**src/rtl/tiny_riscv_mem_arbiter.sv**
```systemverilog
// Round-robin arbiter sharing one single-port synchronous RAM between the
// instruction-fetch (I) port and the load/store (D) port.
module tiny_riscv_mem_arbiter #(
    parameter int unsigned WORD_ADDR_BITS = 8
) (
    input  logic                      i_Clk,
    input  logic                      i_Rst_N,
    input  logic                      i_I_req,
    input  logic [31:0]               i_I_addr,
    output logic                      o_I_gnt,
    output logic                      o_I_rvalid,
    output logic [31:0]               o_I_rdata,
    input  logic                      i_D_req,
    input  logic                      i_D_we,
    input  logic [3:0]                i_D_wmask,
    input  logic [31:0]               i_D_addr,
    input  logic [31:0]               i_D_wdata,
    output logic                      o_D_gnt,
    output logic                      o_D_rvalid,
    output logic [31:0]               o_D_rdata,
    output logic                      o_ram_en,
    output logic [3:0]                o_ram_we,
    output logic [WORD_ADDR_BITS-1:0] o_ram_addr,
    output logic [31:0]               o_ram_wdata,
    input  logic [31:0]               i_ram_rdata,
    output logic                      o_busy
);

    typedef enum logic {
        ST_IDLE      = 1'b0,
        ST_READ_WAIT = 1'b1
    } state_t;

    localparam logic PORT_I = 1'b0;
    localparam logic PORT_D = 1'b1;

    state_t      state_q, state_d;
    logic        last_winner_q, last_winner_d;
    logic        rd_port_q, rd_port_d;
    logic        i_rvalid_q, i_rvalid_d;
    logic        d_rvalid_q, d_rvalid_d;
    logic [31:0] i_rdata_q, i_rdata_d;
    logic [31:0] d_rdata_q, d_rdata_d;
    logic        busy_q, busy_d;
    logic        d_wins;

    // Only the word-index bits of each byte address reach the RAM.
    logic unused_addr_bits;
    assign unused_addr_bits = ^{i_I_addr[31:WORD_ADDR_BITS+2], i_I_addr[1:0],
                                i_D_addr[31:WORD_ADDR_BITS+2], i_D_addr[1:0]};

    always_comb begin
        state_d       = state_q;
        last_winner_d = last_winner_q;
        rd_port_d     = rd_port_q;
        i_rvalid_d    = 1'b0;
        d_rvalid_d    = 1'b0;
        i_rdata_d     = i_rdata_q;
        d_rdata_d     = d_rdata_q;
        o_I_gnt       = 1'b0;
        o_D_gnt       = 1'b0;
        o_ram_en      = 1'b0;
        o_ram_we      = 4'h0;
        o_ram_addr    = '0;
        o_ram_wdata   = 32'h0;
        d_wins        = i_D_req && (!i_I_req || (last_winner_q == PORT_I));

        unique case (state_q)
            ST_IDLE: begin
                if (i_I_req || i_D_req) begin
                    o_ram_en      = 1'b1;
                    last_winner_d = d_wins ? PORT_D : PORT_I;
                    if (d_wins) begin
                        o_D_gnt    = 1'b1;
                        o_ram_addr = i_D_addr[WORD_ADDR_BITS+1:2];
                        if (i_D_we) begin
                            o_ram_we    = i_D_wmask;
                            o_ram_wdata = i_D_wdata;
                        end else begin
                            state_d   = ST_READ_WAIT;
                            rd_port_d = PORT_D;
                        end
                    end else begin
                        o_I_gnt    = 1'b1;
                        o_ram_addr = i_I_addr[WORD_ADDR_BITS+1:2];
                        state_d    = ST_READ_WAIT;
                        rd_port_d  = PORT_I;
                    end
                end
            end
            ST_READ_WAIT: begin
                // RAM data is valid now; steer it into the owning port's register.
                state_d = ST_IDLE;
                if (rd_port_q == PORT_D) begin
                    d_rvalid_d = 1'b1;
                    d_rdata_d  = i_ram_rdata;
                end else begin
                    i_rvalid_d = 1'b1;
                    i_rdata_d  = i_ram_rdata;
                end
            end
            default: state_d = ST_IDLE;
        endcase

        busy_d = (state_d != ST_IDLE) || i_rvalid_d || d_rvalid_d;

        if (!i_Rst_N) begin
            o_I_gnt  = 1'b0;
            o_D_gnt  = 1'b0;
            o_ram_en = 1'b0;
            o_ram_we = 4'h0;
        end
    end

    always_ff @(posedge i_Clk) begin
        if (!i_Rst_N) begin
            state_q       <= ST_IDLE;
            last_winner_q <= PORT_I;
            rd_port_q     <= PORT_I;
            i_rvalid_q    <= 1'b0;
            d_rvalid_q    <= 1'b0;
            i_rdata_q     <= 32'h0;
            d_rdata_q     <= 32'h0;
            busy_q        <= 1'b0;
        end else begin
            state_q       <= state_d;
            last_winner_q <= last_winner_d;
            rd_port_q     <= rd_port_d;
            i_rvalid_q    <= i_rvalid_d;
            d_rvalid_q    <= d_rvalid_d;
            i_rdata_q     <= i_rdata_d;
            d_rdata_q     <= d_rdata_d;
            busy_q        <= busy_d;
        end
    end

    assign o_I_rvalid = i_rvalid_q;
    assign o_D_rvalid = d_rvalid_q;
    assign o_I_rdata  = i_rdata_q;
    assign o_D_rdata  = d_rdata_q;
    assign o_busy     = busy_q;

endmodule

```
**config.mk**
```make
export PLATFORM = sky130hd
export DESIGN_NAME = tiny_riscv_mem_arbiter
export DESIGN_NICKNAME = d
export VERILOG_FILES = /design/src/rtl/tiny_riscv_mem_arbiter.sv
export SDC_FILE = /design/constraint.sdc
export NUM_CORES = 1
export LEC_CHECK = 0
export CAP_MARGIN = 20
export CORE_ASPECT_RATIO = 1.75
export CORE_MARGIN = 4
export CORE_UTILIZATION = 29
export DETAILED_ROUTE_END_ITERATION = 16
export PLACE_DENSITY = 0.75
export SLEW_MARGIN = 20
export SYNTH_ARGS = -nofsm -noshare
export SYNTH_HDL_FRONTEND = slang
export SYNTH_SLANG_ARGS = --single-unit
```
**constraint.sdc**
```tcl
create_clock -name i_Clk -period 1.3 [get_ports i_Clk]
set_input_delay 0.325 -clock i_Clk [delete_from_list [all_inputs] [get_ports i_Clk]]
set_output_delay 0.325 -clock i_Clk [all_outputs]
set_load 0.05 [all_outputs]
```
==> results.cfg <==
[logic_synthesis]
synth_common_cells = 146 x nand2_1, 74 x a21oi_1, 70 x dfxtp_1
synth_async_sr_flop_share_pct = 0
synth.most_common_cell = nand2_1
mappedNetlistArea_um2 = 2910
synth_top_area_share_pct = 48.2
synth.distinct_cells = 25
avgSynthCellArea_um2 = 7.75
synthTopCellsByArea = dfxtp_1 48%, nand2_1 19%, a21oi_1 13%
synth_fp_nets = 512
ys.flop_type = dfxtp_1
ys_seq_area_share_pct = 48.2
synth-edff-count = 0
ys_ff_latch = 70
yosys.area.top_type = dfxtp_1
ys_warn_count = 0
syn_inst = 375

[sta]
fin_skew_ns = 0.00806
fmax_mhz = 534
setup_violations = 50
setup_ws_ns = -0.573
maxSlewHeadroom_pct = 79.0
finalHoldViolCount = 0
post-route-min-period_ns = 1.87
tightest_slew_ns = 0.315
maxSlewViolCount = 0
post-route-period-util_pct = 144
grt_setup_unrepaired = true
tns_ns = -24.68

[worst_setup_path]
r2r_cells = 6
path_cells = nand3b_4 -> a21oi_4 -> buf_12 -> clkbuf_16 -> and2_4 -> buf_12
critPathSlowestCell = dfxtp_2
path_class = register to output pin
cp_max_fo = 13
crit_top_cell = buf_12
critical-path-top-delay-family = buffers and inverters
max_stage_delay_ns = 0.32
worstPathRequired_ns = 0.98
cp-start-kind = register
critPathBufInv = 3
cp_data_arrival_time_ns = 1.55
end_kind = output pin
worst-path-stages = 6

[cells_and_area]
final_nets = 728
multi_input_comb_area_um2 = 1610
drive_gt1_share_pct = 39.3
fin_util_pct = 72.1
fill_cells = 637
antenna_cells = 0
regArea_um2 = 1410
final_area_um2 = 7100
area_growth_pct = 144

[placement]
post-dp-hpwl_um = 10600
placed_cell_area_um2 = 6460
gp_congestion = 0.887
portBuffers = 202

[floorplanning]
initial_core_util_pct = 29.5
io_pins = 251
coreArea_um2 = 9850
die_h_um = 140
fp.dieArea_um2 = 11800
die_w_um = 83.7
num_rows = 48

[hold_path]
min_delay_path_depth = 3
hp-class = input port to register

[cts]
cts.sink_count = 70
cts_tree = built
clockBufferDepth = 2
cts-root-buf = clkbuf_16
path_clk_slew_ns = 0.05
clock_latency_ns = 0.33
cts.htree.levels = 3
cts_hold_buf = 0
numCtsBuffers = 9

[grt]
overflow = 0
grt_pass1_vias = 3780
grt_pass1_wl_um = 21200
antenna_found_initial = 0
grt_usage_pct = 23.8
grt_max_degree = 40

[outcome]
violations = setup timing
status = complete, but fails checks

[pwr]
powerDensity_nw_per_um2 = 1020
ir_drop_mv = 1.23
total_power_uw = 7270
p_leak_uw = 0.00275

[routing]
postRouteAntennaNets = 0
vias = 3591
first_pass_iters = 4
routed_via_density = 4.98
drt_iter0_drc = 165
route.detailed.drc = 0
wirelength_um = 15100
wl_per_cell_um = 21.0

[job]
drv_cap = 0
-- cells in the final DEF (no fill, tap or decap), types with 4 or more instances in the layout --
cell,netlist,final
buf_12,0,119
dfxtp_1,70,68
and3_4,0,4
clkdlybuf4s50_1,0,84
buf_6,7,12
nand2_1,146,136
and2_4,0,33
a21oi_1,74,64
a21oi_4,1,10
buf_4,4,9
clkbuf_16,0,13
nand2_2,0,8
-- final timing paths --
kind / from / endpoint / slack (ns)
min: i_Rst_N / state_q / 0.41
min reg2reg: o_I_rdata[30] / o_I_rdata[30] / 0.49
max reg2reg: last_winner_q / rd_port_q / -0.14
max: state_q / o_ram_wdata[30] / -0.57
-- metrics by stage --
step | setup WS [ns] | hold WS, ns | instances
floorplan | -0.190 | 0.421 | 375
global placement | -0.805 | 0.479 | 692
detailed placement | -0.850 | 0.484 | 692
CTS | -0.542 | 0.492 | 715
global route | -0.618 | 0.409 | 721
finish | -0.573 | 0.413 | 721
-- worst min-delay path, cell delays in order --
cell and delay, ns:
dlymetal6s2s_1 0.16, inv_4 0.16, a211oi_2 0.05
-- power by group --
part | switching (uW) | total, uW | internal [uW]
Combinational | 1170 | 2340 | 1170
Clock | 896 | 2570 | 1670
Sequential | 109 | 2350 | 2250
Total | 2180 | 7270 | 5090
-- routing by layer --
metal / share of wire, % / global-route usage (%) / up-vias
li1: - / - / 1641
met1: 32 / 20.9 / 1679
met2: 56 / 46.5 / 225
met3: 8.3 / 7.65 / 46
met4: 4.4 / 12.5 / 0
met5: 0 / 0 / -
-- logic make-up (layout without fill, tap and decap cells) --
logic type             Yosys count  count (layout)  synth area share (%)
flip-flops                      70              70                  48.2
AND/OR/NAND/NOR                194             194                  30.1
AO/OA/AOI/OAI                   81              81                  15.1
buffers and inverters           30             251                  6.67
-- registers in the layout, summed over array words and instances (netlist names) --
name and count:
o_D_rvalid 1, o_I_rvalid 1, last_winner_q 1, o_D_rdata 32, o_busy 1, state_q 1, o_I_rdata 32, rd_port_q 1
-- final cells by class --
| type | count | share of cell area [%] |
|---|---|---|
| clock buffers | 10 | 3.23 |
| clock inverters | 6 | 1.22 |
| inverters | 1 | 0.0882 |
| multi-input cells | 275 | 22.6 |
| flip-flops and latches | 70 | 19.8 |
| well taps | 125 | 2.20 |
| repair buffers | 234 | 50.8 |
-- timing repair --
action / 4_1_cts / 5_1_grt
resized for setup: 19 / 25
gates cloned: 2 / 5
setup buffers: 5 / 3
pin swaps: 9 / 12
endpoints found under the setup margin: 74 / 91
Note: power is estimated with default switching activity, not from simulation.
